File: src/rtl/sdram_bus_arbiter.sv
// Round-robin arbiter for four masters sharing the SDRAM controller bus.
// Adds a begin-timeout on idle grants and a watchdog that aborts stalled transactions.
module sdram_bus_arbiter #(
  parameter int unsigned BEGIN_TIMEOUT   = 16,
  parameter int unsigned WATCHDOG_CYCLES = 1024
) (
  input  logic       clock,
  input  logic       reset,
  input  logic       sdramInitBusy,
  input  logic [3:0] request,
  input  logic       beginTransactionIn,
  input  logic       endTransactionIn,
  input  logic       dataValidIn,
  input  logic       busyIn,
  output logic [3:0] grant,
  output logic [1:0] activeMaster,
  output logic       busErrorOut,
  output logic       endTransactionOut,
  output logic       busIdle
);

  localparam int unsigned BT_W = 8;
  localparam int unsigned WD_W = 16;
  localparam logic [BT_W-1:0] BT_LAST = BT_W'(BEGIN_TIMEOUT - 1);
  localparam logic [WD_W-1:0] WD_LAST = WD_W'(WATCHDOG_CYCLES - 1);

  typedef enum logic [1:0] {
    S_IDLE    = 2'd0,
    S_GRANTED = 2'd1,
    S_ACTIVE  = 2'd2,
    S_ABORT   = 2'd3
  } state_e;

  state_e          state_q, state_d;
  logic [1:0]      last_q, last_d;
  logic [BT_W-1:0] bcnt_q, bcnt_d;
  logic [WD_W-1:0] wcnt_q, wcnt_d;
  logic [3:0]      grant_q, grant_d;
  logic [1:0]      am_q, am_d;
  logic            err_q, err_d;
  logic            endo_q, endo_d;
  logic            idle_q, idle_d;
  logic [1:0]      win_c;
  logic [1:0]      idx_c;
  logic            found_c;

  // Round-robin search starting just after the last served master.
  always_comb begin
    win_c   = last_q;
    idx_c   = last_q;
    found_c = 1'b0;
    for (int i = 1; i <= 4; i++) begin
      idx_c = last_q + 2'(i);
      if (!found_c && request[idx_c]) begin
        win_c   = idx_c;
        found_c = 1'b1;
      end
    end
  end

  always_ff @(posedge clock) begin
    if (reset) begin
      state_q <= S_IDLE;
      last_q  <= 2'd3;
      bcnt_q  <= '0;
      wcnt_q  <= '0;
      grant_q <= '0;
      am_q    <= '0;
      err_q   <= 1'b0;
      endo_q  <= 1'b0;
      idle_q  <= 1'b1;
    end else begin
      state_q <= state_d;
      last_q  <= last_d;
      bcnt_q  <= bcnt_d;
      wcnt_q  <= wcnt_d;
      grant_q <= grant_d;
      am_q    <= am_d;
      err_q   <= err_d;
      endo_q  <= endo_d;
      idle_q  <= idle_d;
    end
  end

  // During GRANTED/ACTIVE/ABORT last_q holds the current owner.
  always_comb begin
    state_d = state_q;
    last_d  = last_q;
    bcnt_d  = bcnt_q;
    wcnt_d  = wcnt_q;
    case (state_q)
      S_IDLE: begin
        if ((request != 4'b0000) && !sdramInitBusy) begin
          state_d = S_GRANTED;
          last_d  = win_c;
          bcnt_d  = '0;
        end
      end
      S_GRANTED: begin
        if (beginTransactionIn) begin
          state_d = S_ACTIVE;
          wcnt_d  = '0;
        end else if (!request[last_q] || (bcnt_q >= BT_LAST)) begin
          state_d = S_IDLE;
        end else begin
          bcnt_d = bcnt_q + BT_W'(1);
        end
      end
      S_ACTIVE: begin
        if (endTransactionIn) begin
          state_d = S_IDLE;
        end else if (dataValidIn || busyIn) begin
          wcnt_d = '0;
        end else if (wcnt_q >= WD_LAST) begin
          state_d = S_ABORT;
        end else begin
          wcnt_d = wcnt_q + WD_W'(1);
        end
      end
      S_ABORT: state_d = S_IDLE;
      default: state_d = S_IDLE;
    endcase
  end

  always_comb begin
    grant_d = 4'b0000;
    am_d    = 2'd0;
    err_d   = 1'b0;
    endo_d  = 1'b0;
    idle_d  = (state_d == S_IDLE);
    if (state_d != S_IDLE) begin
      grant_d = 4'b0001 << last_d;
      am_d    = last_d;
    end
    if (state_d == S_ABORT) begin
      err_d  = 1'b1;
      endo_d = 1'b1;
    end
  end

  assign grant             = grant_q;
  assign activeMaster      = am_q;
  assign busErrorOut       = err_q;
  assign endTransactionOut = endo_q;
  assign busIdle           = idle_q;

endmodule

File: config.mk
export PLATFORM = sky130hd
export DESIGN_NAME = sdram_bus_arbiter
export DESIGN_NICKNAME = d
export VERILOG_FILES = /design/src/rtl/sdram_bus_arbiter.sv
export SDC_FILE = /design/constraint.sdc
export NUM_CORES = 1
export LEC_CHECK = 0
export CORE_MARGIN = 2
export CORE_UTILIZATION = 51
export CTS_BUF_LIST = sky130_fd_sc_hd__clkbuf_4 sky130_fd_sc_hd__clkbuf_8
export CTS_CLUSTER_SIZE = 24
export DETAILED_ROUTE_END_ITERATION = 10
export GPL_ROUTABILITY_DRIVEN = 0
export GPL_TIMING_DRIVEN = 0
export PLACE_DENSITY = 0.86
export SETUP_SLACK_MARGIN = 0.02
export SLEW_MARGIN = 20
export SYNTH_ARGS = -nofsm -noshare
export SYNTH_HDL_FRONTEND = slang
export SYNTH_SLANG_ARGS = --single-unit
File: constraint.sdc
create_clock -name clock -period 2.2 [get_ports clock]
set_input_delay 0.66 -clock clock [delete_from_list [all_inputs] [get_ports clock]]
set_output_delay 0.66 -clock clock [all_outputs]
set_load 0.01 [all_outputs]
==> qor_table.md <==
| Parameter | Reported | Unit |
|---|---|---|
| Outcome | completed | - |
| Die extent in x | 61.1 | um |
| Routed via count | 1499 | - |
| First-pass GRT wire length | 5.66 | mm |
| Post-synthesis cell type count | 42 | - |
| Initial drt markers | 40 | - |
| Highest clock rate | 463 | MHz |
| Bufs on Longest Clock Path | 2 | - |
| Yosys synthesis warning count | 0 | - |
| Register clock-pin slew on the reported worst setup and hold paths | 100 | ps |
| Core ar. | 3080 | um^2 |
| Total Routed Length | 3.40 | mm |
| Largest net degree at the start of global routing | 11 | - |
| Unrepaired setup endpoints after global routing | no | - |
| Crit path launch type | primary input | - |
| Startpoint of the lowest-slack hold path | wcnt_q[10] | - |
| Share of total power in the clock network | 28.6 | % |
| Tmin final | 2160 | ps |
| Antenna violations before repair | 0 | - |
| CP arrival | 2400 | ps |
| Clock tree sinks | 36 | - |
| Final count of pins violating max slew | 0 | - |
| Share of synthesized area occupied by flip-flops and latches | 43.3 | % |
| Cells after Synth | 191 | - |
| Length in cells of the worst reg-to-reg path | 5 | - |
| Static leakage | 0.837 | nW |
| Buffer type at the clock tree root | sky130_fd_sc_hd__clkbuf_4 | - |
| All-layer global routing usage | 20.3 | % |
| End of the worst hold path | wcnt_q[10] | - |
| Flops & latches, synth | 36 | - |
| Post-Synthesis Net Count | 204 | - |
| Ys flop type | sky130_fd_sc_hd__dfxtp_1 | - |
| Ratio of final minimum period to clock period | 98.2 | % |
| Post-synth EDFFs | 0 | - |
| Setup-violating endpoint count in the final report | 0 | - |
| Die ar. | 3740 | um^2 |
| Layout net count | 232 | - |
| Required @ worst endpoint | 2440 | ps |
| First-pass DRT Iterations | 4 | - |
| Power share of the combinational group | 18.7 | % |
| Core Rows | 20 | - |
| Post-synthesis area per instance | 8.71 | um^2 |
| Peak supply drop | 0.000519 | V |
| Detailed-route vias per instance | 5.70 | - |
| Antenna diode instance count | 0 | - |
| Power per cell area | 635 | nW/um^2 |
| Fraction of layout cells with a size suffix above 1 | 16.9 | % |
| Clock latency at the later pin of the worst-skew pair | 330 | ps |
| Cell internal power dissipation | 0.980 | mW |
| Power spent charging and discharging nets | 0.343 | mW |
| Final Skew | 7.54 | ps |
| Hold slack | 472 | ps |
| Starting density of the core | 54.1 | % |
| Remaining max-slew budget at the tightest pin | 67.5 | % |
| CTS buffer count | 5 | - |
| HPWL Detailed | 2.29 | mm |
| Launching point of the worst reg2reg path | state_q[1] | - |
| Largest fanout of any net on the critical path | 8 | - |
| Number of buffers added to fix hold violations after cts | 0 | - |
| Total Negative Setup Slacks | 0 | ps |
| ANT nets after route | 0 | - |
| Final core utilization | 67.7 | % |
| Die Ht | 61.1 | um |
| Detail-routed net length per standard cell | 12.9 | um |
| Flop-to-flop setup slack | 150 | ps |
| Class of the most critical setup path | in -> reg | - |
| Overall power | 1.32 | mW |
| Number of remaining DRC errors | 0 | - |
| Sort of element at the end of the critical path | flop | - |
| Congestion Overflow GR | 0 | - |
| Vias in the first global route | 1342 | - |
| Worst R2R End | wcnt_q[6] | - |
| Filler Cells Inserted | 256 | - |
| Area growth syn-to-layout | 25.2 | % |
| Type of the most critical hold path | reg -> reg | - |
| TritonCTS clock tree | done | - |
| CP max stage delay | 540 | ps |
| Relative contribution of sequential cells to total power | 52.6 | % |
| Hold Fails Final Rpt | 0 | - |
| Hold-critical path depth | 1 | - |
| Crit-path slowest cell | sky130_fd_sc_hd__or4b_4 | - |
| CTS H-Tree Depth | 2 | - |
| I/O pin cnt | 20 | - |
| Crit-path cells | dlygate4sd2_1 > or4b_4 > nand2b_4 > buf_6 > or3_4 > o41ai_2 | - |
| Proportion of register bits with asynchronous set or reset after synthesis | 0 | % |
| Number of maximum-capacitance constraint violations | 0 | - |
| Slew at the pin closest to its max-slew limit | 482 | ps |
| Number of I/O port buffers | 18 | - |
| Post-synthesis instance area | 1660 | um^2 |
| Switching power share of the total | 25.9 | % |
==> state kept, by name, summed over array words and instances, names as in the netlist <==
| name | cells |
|---|---|
| grant | 4 |
| bcnt_q | 8 |
| wcnt_q | 16 |
| last_q | 2 |
| activeMaster | 2 |
| endTransactionOut | 1 |
| busIdle | 1 |
| state_q | 2 |
==> power groups by stage <==
stage	clock [mW]	combinational (mW)	sequential, mW
2_1_floorplan	0	0.119	0.714
3_3_place_gp	0	0.202	0.707
3_5_place_dp	0	0.207	0.708
4_1_cts	0.392	0.224	0.694
5_1_grt	0.418	0.269	0.701
6_report	0.379	0.248	0.696
==> per-layer routing <==
metal	track usage [%]	share of wire, %
met5	0	0
met1	26.7	47
met3	4.83	4.3
met4	8.39	2.1
met2	32.1	47
==> critical path: cells and delay by family <==
family          cells  cell delay [ps]
simple gates        3             1150
buf+inv             2              390
compound gates      1              200
==> worst max path at each step <==
stage,start,to,cells past startpoint
final,busyIn,wcnt_q[6],6
after global routing,busyIn,wcnt_q[6],6
after CTS,dataValidIn,wcnt_q[5],7
after detailed placement,request[0],grant[2],6
after global placement,request[0],grant[2],6
after floorplan,dataValidIn,wcnt_q[9],6
==> cell usage in the layout (no fill, tap or decap), drive strengths merged, types with 4 or more instances in the layout <==
cell,instances
dfxtp,36
nor2,21
nand2,19
o21ai,14
clkdlybuf4s50,13
a21oi,12
nand3,10
clkbuf,9
inv,7
buf,7
and3,6
and2,6
dlygate4sd2,5
nor3,4
nand2b,4
==> repair_timing <==
action,4_1_cts,5_1_grt
buffers inserted,3,1
gates resized for setup,10,15
endpoints found under the setup margin,18,12
cloned,0,0
pin swaps,2,2
==> layout make-up <==
type / instances / area, um^2 / share of cell area (%)
Multi-Input combinational cell: 142 / 980 / 47.0
Timing Repair Buffer: 22 / 204 / 9.79
Tap cell: 44 / 55.1 / 2.64
Inverter: 7 / 26.3 / 1.26
Clock buffer: 7 / 65.1 / 3.12
Buffer: 5 / 32.5 / 1.56
Sequential cell: 36 / 721 / 34.6
==> cell families after synthesis <==
| group | Yosys count | synth area share, % |
|---|---|---|
| AO/OA/AOI/OAI | 50 | 21.6 |
| XOR/XNOR | 1 | 0.526 |
| adder cells (fa/ha/maj) | 2 | 1.50 |
| buffers and inverters | 13 | 4.14 |
| flip-flops | 36 | 43.3 |
| multiplexers | 1 | 1.35 |
| AND/OR/NAND/NOR | 88 | 27.6 |
==> metrics by stage <==
step	setup WS [ps]	cell area [um^2]	instances
after floorplan	-8.93	1670	191
after global placement	-647	1910	253
after detailed placement	-719	1910	253
after CTS	23.7	2020	263
after global routing	10.5	2080	263
final	40.3	2080	263
==> cells in the mapped netlist (3+ instances only) <==
library cell,instances,share of area [%]
sky130_fd_sc_hd__nor4_1,3,1.1
sky130_fd_sc_hd__o21ai_0,14,4.2
sky130_fd_sc_hd__o31ai_1,3,1.4
sky130_fd_sc_hd__o41ai_2,3,2.9
sky130_fd_sc_hd__nor3b_1,3,1.4
sky130_fd_sc_hd__and3_1,6,2.3
sky130_fd_sc_hd__nor2_1,21,4.7
sky130_fd_sc_hd__a21oi_1,12,3.6
sky130_fd_sc_hd__and2_1,6,2.3
sky130_fd_sc_hd__or3_1,3,1.1
sky130_fd_sc_hd__nand3_1,10,3.0
sky130_fd_sc_hd__a2bb2oi_1,3,1.6
sky130_fd_sc_hd__nor3_1,4,1.2
sky130_fd_sc_hd__nand2_1,19,4.3
sky130_fd_sc_hd__nand2b_1,3,1.1
sky130_fd_sc_hd__inv_1,7,1.6
sky130_fd_sc_hd__dfxtp_1,36,43
sky130_fd_sc_hd__a31oi_1,3,1.1
Power figures use the tool's default switching activity.
